--- src/rtl/hm01b0_capture_ctrl.sv ---
// HM01B0 frame-capture sequencer: fills a ping-pong stripe buffer from the camera and hands full stripes to the MCU reader.
// Optional HM01B0_CTRL_CONTINUOUS_EN: rearm after every frame instead of returning to IDLE.
module hm01b0_capture_ctrl #(
   parameter int WIDTH       = 320,
   parameter int HEIGHT      = 240,
   parameter int STRIPE_ROWS = 8
) (
   input  logic        mclk,
   input  logic        nreset,
   input  logic [7:0]  cam_pixdata,
   input  logic        cam_hsync,
   input  logic        cam_vsync,
   input  logic        capture_req,
   output logic        busy,
   output logic        wr_en,
   output logic        wr_bank,
   output logic [11:0] wr_addr,
   output logic [7:0]  wr_data,
   output logic        stripe_valid,
   output logic        stripe_bank,
   output logic [4:0]  stripe_index,
   input  logic        stripe_ack,
   output logic        frame_done,
   output logic        overrun,
   output logic        frame_err
);

   localparam int N_STRIPES = HEIGHT / STRIPE_ROWS;
   localparam int COL_W     = $clog2(WIDTH + 1);
   localparam int ROW_W     = (STRIPE_ROWS > 1) ? $clog2(STRIPE_ROWS) : 1;

   localparam logic [COL_W-1:0] COL_MAX  = COL_W'(WIDTH);
   localparam logic [COL_W-1:0] COL_ONE  = COL_W'(1);
   localparam logic [ROW_W-1:0] ROW_LAST = ROW_W'(STRIPE_ROWS - 1);
   localparam logic [ROW_W-1:0] ROW_ONE  = ROW_W'(1);
   localparam logic [4:0]       IDX_LAST = 5'(N_STRIPES - 1);

   typedef enum logic [2:0] {
      S_IDLE,
      S_ARM,
      S_WAIT_FRAME,
      S_CAPTURE,
      S_DRAIN
   } state_t;

   state_t state, state_nxt;

   logic [7:0]       pix_q;
   logic             hs_q, vs_q, hs_d, vs_d;
   logic [COL_W-1:0] col;
   logic [ROW_W-1:0] row;
   logic [4:0]       stripe_cnt;
   logic [1:0]       bank_full;
   logic [4:0]       bank_idx [2];
   logic             lock;

   logic accept, start_frame;
   logic in_cap, pix_in, first_pix, ovr_hit;
   logic line_end, stripe_end, last_stripe, early_end, enqueue, consume;

   assign in_cap      = (state == S_CAPTURE);
   assign pix_in      = in_cap && hs_q && (col < COL_MAX);
   assign first_pix   = pix_in && (col == '0) && (row == '0);
   // A new stripe may only start into a bank the reader has released.
   assign ovr_hit     = first_pix && bank_full[wr_bank] && !lock;
   assign line_end    = in_cap && hs_d && !hs_q;
   assign stripe_end  = line_end && (row == ROW_LAST);
   assign last_stripe = stripe_end && (stripe_cnt == IDX_LAST);
   assign early_end   = in_cap && vs_d && !vs_q && !last_stripe;
   assign enqueue     = stripe_end && !lock;
   assign consume     = stripe_valid && stripe_ack;

   assign busy         = (state != S_IDLE);
   assign wr_en        = pix_in && !lock && !ovr_hit;
   assign wr_addr      = 12'(int'(row) * WIDTH + int'(col));
   assign wr_data      = pix_q;
   assign stripe_valid = bank_full[stripe_bank];
   assign stripe_index = bank_idx[stripe_bank];

   always_comb begin
      // NOTE: every always_comb output gets a default first so no path can infer a latch.
      state_nxt   = state;
      accept      = 1'b0;
      start_frame = 1'b0;
      frame_done  = 1'b0;
      case (state)
         S_IDLE: begin
            if (capture_req) begin
               accept    = 1'b1;
               state_nxt = S_ARM;
            end
         end
         S_ARM: begin
            if (!vs_q) state_nxt = S_WAIT_FRAME;
         end
         S_WAIT_FRAME: begin
            if (vs_q && !vs_d) begin
               start_frame = 1'b1;
               state_nxt   = S_CAPTURE;
            end
         end
         S_CAPTURE: begin
            if (last_stripe || early_end) state_nxt = S_DRAIN;
         end
         S_DRAIN: begin
            if (bank_full == 2'b00) begin
               frame_done = 1'b1;
`ifdef HM01B0_CTRL_CONTINUOUS_EN
               state_nxt  = S_WAIT_FRAME;
`else
               state_nxt  = S_IDLE;
`endif
            end
         end
         default: state_nxt = S_IDLE;
      endcase
   end

   // NOTE: sequential state uses non-blocking assignments so every register samples pre-edge values.
   always_ff @(posedge mclk) begin
      if (nreset) begin
         state       <= S_IDLE;
         pix_q       <= '0;
         hs_q        <= 1'b0;
         vs_q        <= 1'b0;
         hs_d        <= 1'b0;
         vs_d        <= 1'b0;
         col         <= '0;
         row         <= '0;
         stripe_cnt  <= '0;
         wr_bank     <= 1'b0;
         stripe_bank <= 1'b0;
         bank_full   <= '0;
         // NOTE: the two-entry index array is plain registers, reset so stripe_index reads 0 after reset.
         bank_idx    <= '{default: '0};
         lock        <= 1'b0;
         overrun     <= 1'b0;
         frame_err   <= 1'b0;
      end else begin
         state <= state_nxt;
         pix_q <= cam_pixdata;
         hs_q  <= cam_hsync;
         vs_q  <= cam_vsync;
         hs_d  <= hs_q;
         vs_d  <= vs_q;

         if (accept) begin
            overrun   <= 1'b0;
            frame_err <= 1'b0;
         end
         // Both banks are free here, so read and write pointers realign to bank 0.
         if (start_frame) begin
            col         <= '0;
            row         <= '0;
            stripe_cnt  <= '0;
            wr_bank     <= 1'b0;
            stripe_bank <= 1'b0;
            lock        <= 1'b0;
            overrun     <= 1'b0;
            frame_err   <= 1'b0;
         end
         if (pix_in) col <= col + COL_ONE;
         if (ovr_hit) begin
            overrun <= 1'b1;
            lock    <= 1'b1;
         end
         if (line_end) begin
            col <= '0;
            if (col != COL_MAX) frame_err <= 1'b1;
            row <= stripe_end ? '0 : row + ROW_ONE;
         end
         if (stripe_end) begin
            wr_bank    <= ~wr_bank;
            stripe_cnt <= stripe_cnt + 5'd1;
         end
         if (enqueue) begin
            bank_full[wr_bank] <= 1'b1;
            bank_idx[wr_bank]  <= stripe_cnt;
         end
         if (consume) begin
            bank_full[stripe_bank] <= 1'b0;
            stripe_bank            <= ~stripe_bank;
         end
         if (early_end) frame_err <= 1'b1;
      end
   end

endmodule

--- config.mk ---
export PLATFORM = sky130hd
export DESIGN_NAME = hm01b0_capture_ctrl
export DESIGN_NICKNAME = d
export VERILOG_FILES = /design/src/rtl/hm01b0_capture_ctrl.sv
export SDC_FILE = /design/constraint.sdc
export NUM_CORES = 1
export LEC_CHECK = 0
export CAP_MARGIN = 0
export CORE_MARGIN = 5
export CORE_UTILIZATION = 49
export CTS_CLUSTER_SIZE = 12
export DETAILED_ROUTE_END_ITERATION = 8
export MAX_ROUTING_LAYER = met4
export PLACE_DENSITY = 0.76
export SLEW_MARGIN = 40
export SYNTH_ARGS = -nofsm -noshare
export SYNTH_HDL_FRONTEND = slang
export SYNTH_SLANG_ARGS = --single-unit
--- constraint.sdc ---
create_clock -name mclk -period 2.5 [get_ports mclk]
set_input_delay 0.25 -clock mclk [delete_from_list [all_inputs] [get_ports mclk]]
set_output_delay 0.25 -clock mclk [all_outputs]
set_load 0.01 [all_outputs]
# Yosys cells after proc, flatten, opt, wreduce, memory -nomap -nowiden
# Cells that the tools add are included.
word_totals:
  ff_bits: 49
  input_bits: 14
  output_inout_bits: 33
  elab_cells: 138
op_classes:
  addsub: 4
  multipliers: 1
  order_cmp: 8
  eq_ne: 12
  muxes: 48
  n_bitwise: 7
  n_reduce_logical: 41
op_table:
  columns: ["operator", "count"]
  rows:
  - ["$mux W5", 6]
  - ["$mux W1", 24]
  - ["$mux W3", 8]
  - ["$logic_and A1 B1 Y1", 21]
  - ["$mux W9", 2]
  - ["$pmux W3 S5", 1]
  - ["$add A12 B9 Y12", 1]
  - ["$bwmux W10", 1]
  - ["$reduce_bool A2 Y1", 5]
  - ["$add A9 B1 Y9 const B", 1]
  - ["$logic_not A9 Y1", 1]
  - ["$lt A9 B9 Y1 const B", 1]
  - ["$ne A9 B9 Y1 const B", 1]
  - ["$ne A2 B2 Y1 const B", 4]
  - ["$eq A3 B2 Y1 const B", 2]
  - ["$eq A3 B3 Y1 const B", 2]
  - ["$logic_not A1 Y1", 6]
  - ["$logic_not A3 Y1", 2]
  - ["$mul A3 B3 Y6 const B", 1]
  - ["$mux W2", 3]
  - ["$reduce_bool A3 Y1", 2]
  - ["$add A5 B1 Y5 const B", 1]
  - ["$demux W5 S1", 1]
  - ["$eq A5 B5 Y1 const B", 1]
  - ["17 further kinds", 23]

# Depth between registers and ports, before layout
# Gate-level depths: netlist of the first run.
logic_depth:
  ltp_word: 10
  mapped_depth: 8

# Least setup slack after synthesis of the first run
# Ideal clock, no wire load.
synth_path:
  path_kind: "register to register"
  from: "reg row[0]"
  to: "reg state[2]"
  setup_ns: 0.071
  arrival_ns: 1.723
  required_time_ns: 2.429
  setup_slack_ns: 0.707
  path_stages_with_launch: 7
  path_buffers: 0
  synth_period_minus_slack_ns: 1.793
  path_cell_list: "dfxtp_1 > ha_1 > ha_1 > nand4b_1 > or3_1 > a21bo_2 > a21oi_1"
synth_between:
  elab_chain_len: 8
synth_rtl:
  columns: ["item", "line", "source"]
  rows:
  - ["from (decl)", "51", "logic [ROW_W-1:0] row;"]
  - ["from (signal assigned)", "170", "row <= stripe_end ? '0 : row + ROW_ONE;"]
  - ["$eq A3 B3 Y1 (*)", "67", "assign stripe_end = line_end && (row == ROW_LAST);"]
  - ["$logic_and A1 B1 Y1 (*)", "67", null]
  - ["$logic_and A1 B1 Y1 (*)", "68", "assign last_stripe = stripe_end && (stripe_cnt == IDX_LAST);"]
  - ["$logic_not A1 Y1", "69", "assign early_end = in_cap && vs_d && !vs_q && !last_stripe;"]
  - ["$logic_and A1 B1 Y1", "69", null]
  - ["$logic_or A1 B1 Y1 (*)", "103", "if (last_stripe || early_end) state_nxt = S_DRAIN;"]
  - ["$ne A2 B1 Y1 (no line) (*)", null, null]
  - ["$reduce_and A5 Y1 (no line) (*)", null, null]
  - ["to (signal assigned)", "140", "state <= state_nxt;"]
  - ["to (decl)", "46", "state_t state, state_nxt;"]
# Every way passes the cells marked *; elsewhere a longest branch is shown, timed or not.
# A chain may end at the register's enable or synchronous reset.

# Final worst setup path of the first run
layout_path:
  from: "reg col[2]"
  to: "out wr_en"
layout_between:
  elab_chain_len: 8
  elab_cells_between_ends: 10
  cone_classes: "order compare: 1; reduce/logical: 9"
layout_rtl:
  columns: ["item", "line", "source"]
  rows:
  - ["from (decl)", "50", "logic [COL_W-1:0] col;"]
  - ["from (signal assigned)", "162", "if (pix_in) col <= col + COL_ONE;"]
  - ["$lt A9 B9 Y1", "62", "assign pix_in = in_cap && hs_q && (col < COL_MAX);"]
  - ["$logic_and A1 B1 Y1", "62", null]
  - ["$logic_and A1 B1 Y1 (2 in a row)", "63", "assign first_pix = pix_in && (col == '0) && (row == '0);"]
  - ["$logic_and A1 B1 Y1 (2 in a row)", "65", "assign ovr_hit = first_pix && bank_full[wr_bank] && !lock;"]
  - ["$logic_not A1 Y1", "74", "assign wr_en = pix_in && !lock && !ovr_hit;"]
  - ["$logic_and A1 B1 Y1 (*)", "74", null]
  - ["to (decl)", "15", "output logic wr_en,"]
# Marks and branches as above.

==> results of run 1 <==
## flip-flops by register name, indices dropped and copies added (netlist names)
| register | cells |
|---|---|
| lock | 1 |
| frame_err | 1 |
| hs_q | 1 |
| wr_bank | 1 |
| vs_d | 1 |
| stripe_bank | 1 |
| bank_idx | 10 |
| hs_d | 1 |
| overrun | 1 |
| col | 9 |
| vs_q | 1 |
| state | 3 |
| wr_data | 8 |
| bank_full | 2 |
| row | 3 |
| stripe_cnt | 5 |
## cell families (layout without fill, tap and decap cells)
group,count (synthesis),in the layout
AOI/OAI and AO/OA,38,38
muxes,22,22
and+or+nand+nor,115,115
adders and majority gates,14,14
xor gates and xnor gates,6,6
buffers and inverters,27,73
DFF,49,49
## worst max-delay path, stage by stage (launching register included)
cell and delay, ns:
dfxtp_1 0.38, nor4_1 0.31, nand3_1 0.13, or4_1 0.53, nor3b_1 0.17, dlygate4sd2_1 0.29
## final cells by class
class	count	area, sq um	area share [%]
multi-input combinational	195	1371	44.10
sequential	49	984.7	31.67
timing repair buffer	57	545.5	17.55
tap	70	87.58	2.817
clock buffer	7	86.33	2.777
inverter	9	33.78	1.087
## cells in the final DEF (no fill, tap or decap), types with 4 or more instances in the layout
master / count
a21oi_1: 16
buf_4: 11
nor3_1: 6
ha_1: 13
nand3_1: 19
nand2b_1: 4
nor2_1: 24
inv_1: 9
mux2_2: 8
dfxtp_1: 46
clkdlybuf4s50_1: 42
nand4_1: 4
or3_1: 6
clkbuf_8: 6
nor2b_1: 14
nand2_1: 14
a31oi_1: 4
mux2i_1: 14
## power groups by stage
stage	clock (uW)	combinational [uW]	sequential (uW)
3_3_place_gp	0	119	819
5_1_grt	503	130	803
3_5_place_dp	0	120	820
2_1_floorplan	0	60.1	823
4_1_cts	475	121	801
6_report	463	120	801
## routing by layer
metal,up-vias,track usage (%)
met5,-,-
met4,0,5.068
met3,8,3.769
met2,38,27.77
met1,982,19.95
li1,1042,-
## synthesized netlist by cell type (all sizes together)
| library cell | n | share of area, % |
|---|---|---|
| a211oi | 2 | 0.60 |
| a21bo | 1 | 0.40 |
| a21o | 2 | 0.60 |
| a21oi | 17 | 3.4 |
| a311oi | 1 | 0.35 |
| a31o | 2 | 0.70 |
| a31oi | 4 | 1.0 |
| a41oi | 1 | 0.35 |
| and2 | 2 | 0.50 |
| and3 | 1 | 0.25 |
| and3b | 1 | 0.40 |
| and4b | 1 | 0.40 |
| buf | 12 | 3.9 |
| clkbuf | 6 | 0.95 |
| dfxtp | 49 | 39 |
| fa | 1 | 0.80 |
| ha | 13 | 6.5 |
| inv | 9 | 1.4 |
| mux2 | 8 | 3.6 |
| mux2i | 14 | 5.6 |
| nand2 | 14 | 2.1 |
| nand2b | 4 | 1.0 |
| nand3 | 20 | 4.2 |
| nand3b | 2 | 0.60 |
| nand4 | 4 | 1.0 |
| nand4b | 3 | 1.1 |
| nor2 | 24 | 3.6 |
| nor2b | 14 | 3.5 |
| nor3 | 6 | 1.2 |
| nor3b | 1 | 0.30 |
| nor4 | 3 | 2.0 |
| nor4b | 3 | 1.1 |
| o211ai | 1 | 0.30 |
| o21ai | 4 | 0.80 |
| o21bai | 1 | 0.30 |
| o22ai | 1 | 0.25 |
| o311ai | 1 | 0.35 |
| or2 | 1 | 0.25 |
| or2b | 1 | 0.30 |
| or3 | 6 | 1.5 |
| or3b | 1 | 0.35 |
| or4 | 3 | 0.90 |
| xnor2 | 3 | 1.1 |
| xor2 | 3 | 1.1 |
## how the worst max path moves through the flow
stage,cells after the start,slack [ns],to,from
detailed placement,6,0.23,wr_addr[10],row[0]
global route,7,0.02,wr_en,row[1]
floorplan,6,0.71,state[2],row[0]
CTS,7,0.01,wr_addr[11],row[0]
global placement,7,0.25,wr_en,row[1]
finish,5,0.14,wr_en,col[2]
## metrics by stage
step           setup WS, ns  total power, uW
6_report             0.1388             1384
5_1_grt             0.02452             1436
4_1_cts             0.01480             1397
3_5_place_dp         0.2268            939.7
3_3_place_gp         0.2509            937.9
2_1_floorplan        0.7066            883.3
## timing repair
| action | 4_1_cts | 5_1_grt |
|---|---|---|
| gates resized for setup | 7 | 3 |
| pin swaps | 0 | 1 |
| setup buffers | 0 | 1 |
| endpoints found under the setup margin | 3 | 3 |
==> metrics.yaml, run 1 <==
critical_path:
  endpoint_kind: "output port"
  startpoint_type: "flip-flop"
  reg2reg_depth: 6
  crit_path_max_fanout: 8
  r2r_end: "bank_idx[3]"
  worstPathRequired_ns: 2.25
  arrival_ns: 2.11
  rrSetupSlack_ns: 0.40
  path_class: "flip-flop to output port"
  worstReg2RegStart: "row[1]"
global_route:
  grt_max_degree: 42
  grt_pass1_wl_um: 8480
  antenna_found_initial: 0
  grt_pass1_vias: 1899
  grt_remaining_overflow: 0
  grt_usage_pct: 16.65
hold_path:
  min-delay-start: "overrun"
  holdPathEnd: "overrun"
  hold_class: "flip-flop to flip-flop"
  hold_depth: 2
clocking:
  insertion_delay_ns: 0.30
  clock_sinks: 49
  cts_buffer_depth: 2
  clk_pin_slew_ns: 0.09
  root_buffer: "clkbuf_8"
  hold_buffers: 0
  cts_tree: "yes"
  ctsHtreeMaxLevel: 2
  cts_buffers: 5
power_and_ir_drop:
  ir_drop_uv: 317.0
  p_comb_share_pct: 8.7
  powerDensity_nw_per_um2: 445.1
  p_leak_uw: 0.001165
  swShare_pct: 22.28
  intPower_uw: 1076
  power_frac_clock_pct: 33.5
  power.switching_uw: 308.3
  power_frac_seq_pct: 57.9
yosys:
  syn_area_sq_um: 2496
  synthXorXnorAreaFrac_pct: 2.105
  synth-compound-area-share_pct: 9.424
  synth_top_family_by_area: "simple AND/OR/NAND/NOR gates"
  synth.yosys.seq_area_share_pct: 39.30
  synth_mux_area_share_pct: 9.223
  synth-simple-area-share_pct: 26.47
  synthAdderAreaFrac_pct: 7.318
  synthCells: 271
  ys_warn_count: 0
  ys_ff_latch: 49
  syn_nets: 299
  avgSynthCellArea_sq_um: 9.211
  netlist-cell-type-count: 49
detailed_routing:
  drc_errors: 0
  wl_met3_um: 193
  vias: 2070
  highest_layer: "met4"
  via_per_inst: 5.349
  wl_met2_um: 2629
  routedWlPerCell_um: 13.54
  wl_met1_um: 2351
  drt_iter0_drc: 78
  ant_nets: 0
  wl_um: 5241
  dr.pass1.iters: 4
floorplan:
  coreArea_sq_um: 5042
  start_util_pct: 49.50
  die_area_sq_um: 6622
  fp-row-count: 26
  die_h_um: 81.38
  chipWidth_um: 81.38
  ios: 47
sta:
  tns_ns: 0
  fmax_mhz: 423.5
  final.setup_skew_ns: 0.008400
  rsz0062_at_grt: "no"
  relSlewSlack_pct: 48.02
  fin_crit_ns: 2.361
  tightest_slew_ns: 0.7781
  hold-worst-slack_ns: 0.4781
  hold_violations: 0
  setup_viol: 0
  final_max_slew_viol_count: 0
  fin_crit_sh_pct: 94.45
cells_and_area:
  nNetsFinal: 345
  post-route-util_pct: 61.66
  area_growth_pct: 24.56
  fillCellCount: 434
  drive_gt1_share_pct: 12.30
  antenna_cells: 0
  finalNonFillerCells: 387
  final_area_sq_um: 3109
run:
  cap_violations: 0
run_status:
  status: "finished clean"
placed_design:
  globalplace.congestion: 0.8354
  portBuffers: 46
  dpl-instance-area_sq_um: 2999
  placed_cells: 379
  dpl.hpwl_um: 3757
Power figures use the tool's default switching activity.
==> run 2: changes to the inputs <==
Settings changed: PLACE_DENSITY 0.76 to default, PLACE_DENSITY_LB_ADDON from default to 0.1.
==> metrics.yaml, run 2 (synthesis gave the netlist of run 1 again) <==
sta:
  relSlewSlack_pct: 57.45
  tns_ns: 0
  setup_viol: 0
  final.setup_skew_ns: 0.005795
  finalWorstSetupSlack_ns: 0.1266
  hold_violations: 0
  tightest_slew_ns: 0.6383
  fmax_mhz: 421.3
  final_max_slew_viol_count: 0
  rsz0062_at_grt: "no"
  fin_crit_ns: 2.373
  fin_crit_sh_pct: 94.93
placed_design:
  dp_slack_ns: 0.2414
  dpl.hpwl_um: 3873
  dpl-instance-area_sq_um: 3007
  placed_cells: 380
  portBuffers: 46
  globalplace.congestion: 0.7907
power_and_ir_drop:
  power_frac_seq_pct: 58.5
  ir_drop_uv: 286.0
  powerDensity_nw_per_um2: 440.3
  totalPowerFinal_uw: 1368
  power_frac_clock_pct: 32.5
  swShare_pct: 22.72
  intPower_uw: 1057
  p_comb_share_pct: 9.0
  power.switching_uw: 310.8
  p_leak_uw: 0.001143
cells_and_area:
  area_growth_pct: 24.46
  drive_gt1_share_pct: 12.26
  final_area_sq_um: 3107
  mostFrequentLayoutCells: "dfxtp_1 (46), clkdlybuf4s50_1 (43), nor2_1 (24)"
  finalNonFillerCells: 388
  fillCellCount: 471
  regMostFlops: "bank_idx"
  antenna_cells: 0
  final_common_cell: "dfxtp_1"
  largest_reg_flops: 10
  nNetsFinal: 345
detailed_routing:
  vias: 2028
  wl_um: 5304
  routedWlPerCell_um: 13.67
  drc_errors: 0
  drt_iter0_drc: 83
  via_per_inst: 5.227
  dr.pass1.iters: 4
  ant_nets: 0
floorplan:
  fp-row-count: 26
  coreArea_sq_um: 5042
  die_h_um: 81.38
  chipWidth_um: 81.38
  die_area_sq_um: 6622
  ios: 47
  start_util_pct: 49.50
global_route:
  grt_usage_pct: 18.15
  grt_max_degree: 28
  antenna_found_initial: 0
  grt_pass1_wl_um: 9156
  grt_pass1_vias: 1953
  grt_remaining_overflow: 0
critical_path:
  crit_slowest_cell: "clkdlybuf4s50_1"
  crit_path_max_fanout: 6
  path_cells: "ha_1 > ha_1 > a21oi_2 > xnor2_1 > clkdlybuf4s50_1"
  max_stage_delay_ns: 0.55
  endpoint_kind: "output port"
  startpoint_type: "flip-flop"
  arrival_ns: 2.12
  worstPathRequired_ns: 2.25
  path_class: "flip-flop to output port"
  path_common_cell: "ha_1"
clocking:
  insertion_delay_ns: 0.30
  ctsHtreeMaxLevel: 2
  clock_sinks: 49
  cts_tree: "yes"
  cts_setup_buffers: 0
  root_buffer: "clkbuf_8"
  cts_buffers: 5
  cts_buffer_depth: 2
  clk_pin_slew_ns: 0.08
run:
  cap_violations: 0
run_status:
  status: "finished clean"
hold_path:
  hold_class: "input pin to flip-flop"
-- run 2: cell types whose count changed in the layout (fill, tap and decap cells not counted) --
cell / change
clkbuf_1: +2
clkbuf_8: -1
clkdlybuf4s50_1: +1
dlymetal6s2s_1: -1
nor4_1: -1
nor4_2: +1
o21ai_0: +1
o21ai_1: -1
-- run 2: final cells by class --
type	instances	area, sq um	share of cell area (%)
repair buffers	57	543.0	17.48
well taps	70	87.58	2.819
clock buffers	8	80.08	2.578
multi-input cells	195	1378	44.34
inverters	9	33.78	1.087
flip-flops and latches	49	984.7	31.70
-- run 2: path summary, 6_finish.rpt --
| check | endpoint | depth (start not counted) | from | slack [ns] |
|---|---|---|---|---|
| worst max register to register | bank_idx[8] | 6 | row[1] | 0.45 |
| worst min-delay path | hs_q | 2 | cam_hsync | 0.50 |
| worst max-delay path | wr_addr[9] | 5 | row[0] | 0.13 |
| worst min register to register | bank_idx[7] | 2 | bank_idx[7] | 0.50 |
-- run 2: power by group through the flow --
stage	logic [uW]	clock network, uW	registers (uW)
CTS	124	462	801
detailed placement	123	0	819
global placement	123	0	819
floorplan	60.1	0	823
finish	123	444	801
global route	136	487	803
-- run 2: critical path, delay by kind of cell, from the launching register on --
| kind | cells | cell delay (ns) |
|---|---|---|
| buf+inv | 1 | 0.55 |
| compound gates | 1 | 0.17 |
| fa+ha+maj | 2 | 0.63 |
| xor+xnor | 1 | 0.13 |
| flops | 1 | 0.35 |
-- run 2: per-layer routing --
metal  up-vias  part of all wire, %  wire length [um]  GRT usage [%]
met5         -                    0                 0              -
met4         0                  1.4                74          6.588
met2        35                   47              2486          28.99
met3         7                  3.9               205          3.215
met1       938                   48              2538          22.93
li1       1048                    -                 -              -
-- run 2: through the flow --
step	hold WS [ns]	utilization, %
2_1_floorplan	0.3678	-
3_3_place_gp	0.4700	59.63
3_5_place_dp	0.4807	59.63
4_1_cts	0.4905	61.32
5_1_grt	0.4941	61.61
6_report	0.4974	61.61
-- run 2: repair_timing --
item | in CTS | in global routing
resized for setup | 6 | 3
hold endpoints to repair | 0 | 0
hold buffers | 0 | 0
gates cloned | 0 | 0
setup endpoints to repair | 3 | 2
==> run 3: changes to the inputs <==
Settings changed: CORE_MARGIN 5 to default, CORE_UTILIZATION 49 to 35.
==> metrics.yaml, run 3 (synthesis gave the netlist of run 1 again) <==
run_status:
  status: "finished clean"
floorplan:
  fp-row-count: 30
  coreArea_sq_um: 6832
  die_h_um: 86.45
  die_area_sq_um: 7474
  chipWidth_um: 86.45
  start_util_pct: 36.54
  ios: 47
power_and_ir_drop:
  p_leak_uw: 0.001194
  totalPowerFinal_uw: 1507
  ir_drop_uv: 190.7
  powerDensity_nw_per_um2: 471.4
sta:
  relSlewSlack_pct: 52.05
  fin_crit_ns: 2.342
  rsz0062_at_grt: "no"
  tightest_slew_ns: 0.7178
  tns_ns: 0
  hold_violations: 0
  final.setup_skew_ns: 0.01248
  fmax_mhz: 426.9
  final_max_slew_viol_count: 0
  fin_crit_sh_pct: 93.69
  setup_viol: 0
critical_path:
  path_class: "flip-flop to output port"
  crit_path_max_fanout: 6
  startpoint_type: "flip-flop"
  endpoint_kind: "output port"
  worstReg2RegStart: "row[0]"
  r2r_end: "bank_idx[4]"
  worstPathRequired_ns: 2.25
  reg2reg_depth: 6
  arrival_ns: 2.09
  rrSetupSlack_ns: 0.49
placed_design:
  placed_cells: 407
  portBuffers: 46
  globalplace.congestion: 0.7846
  dpl.hpwl_um: 3951
clocking:
  clock_sinks: 49
  cts_buffer_depth: 2
  cts_tree: "yes"
  cts_setup_buffers: 0
  cts_buffers: 5
  ctsHtreeMaxLevel: 2
  hold_buffers: 0
  root_buffer: "clkbuf_8"
  insertion_delay_ns: 0.30
  clk_pin_slew_ns: 0.09
cells_and_area:
  nNetsFinal: 346
  antenna_cells: 0
  drive_gt1_share_pct: 13.17
  final_common_cell: "dfxtp_1"
  largest_reg_flops: 10
  mostFrequentLayoutCells: "dfxtp_1 (46), clkdlybuf4s50_1 (43), nor2_1 (24)"
  post-route-util_pct: 46.81
  area_growth_pct: 28.12
  finalNonFillerCells: 415
  regMostFlops: "bank_idx"
hold_path:
  holdPathEnd: "overrun"
  hold_class: "flip-flop to flip-flop"
  hold_depth: 2
  min-delay-start: "overrun"
global_route:
  grt_pass1_vias: 1844
  grt_max_degree: 25
  grt_remaining_overflow: 0
  antenna_found_initial: 0
  grt_pass1_wl_um: 8942
  grt_usage_pct: 15.56
detailed_routing:
  drc_errors: 0
  drt_iter0_drc: 79
  via_per_inst: 4.839
  routedWlPerCell_um: 13.11
  wl_um: 5441
  vias: 2008
  ant_nets: 0
  dr.pass1.iters: 4
run:
  cap_violations: 0
run 3: layout make-up:
class / instances / area [sq um]
flip-flops and latches: 49 / 987.2
well taps: 96 / 120.1
clock inverters: 1 / 30.03
inverters: 9 / 33.78
repair buffers: 58 / 554.3
multi-input cells: 195 / 1386
clock buffers: 7 / 86.33
fillers: 689 / 3633
run 3: what timing repair did:
| item | 4_1_cts | 5_1_grt |
|---|---|---|
| setup endpoints to repair | 3 | 3 |
| resized for setup | 6 | 6 |
| pin swaps | 0 | 0 |
run 3: where the power goes:
group          switching, uW  internal (uW)  leakage, uW
combinational           59.4           63.5     0.000736
clock                    259            327    0.0000585
sequential              6.91            792     0.000400
total                    325           1180      0.00119
run 3: metal layers:
metal  up-vias  wire length, um  GRT usage (%)
met5         -                0              -
li1       1054                -              -
met4         0               42          3.636
met3         5              140          2.857
met2        30             2480          23.74
met1       919             2777          21.35
run 3: worst max path at each step:
stage / from / end / slack [ns]
finish: row[0] / wr_addr[9] / 0.16
global route: row[1] / wr_en / 0.04
CTS: row[0] / wr_addr[10] / 0.009
detailed placement: row[0] / wr_addr[10] / 0.24
global placement: row[0] / wr_addr[10] / 0.28
floorplan: row[0] / state[2] / 0.71
run 3: metrics by stage:
stage                     area, sq um  setup slack, ns  hold WS (ns)
after floorplan                  2496           0.7066        0.3678
after global placement           3047           0.2764        0.4612
after detailed placement         3047           0.2395        0.4644
after CTS                        3177         0.009200        0.4798
after global routing             3198          0.03726        0.4820
final                            3198           0.1577        0.4815
run 3: critical path, stage by stage (launching register included):
cell,delay (ns)
dfxtp_2,0.35
ha_1,0.29
ha_1,0.32
a21oi_2,0.17
xnor2_1,0.13
clkdlybuf4s50_1,0.54
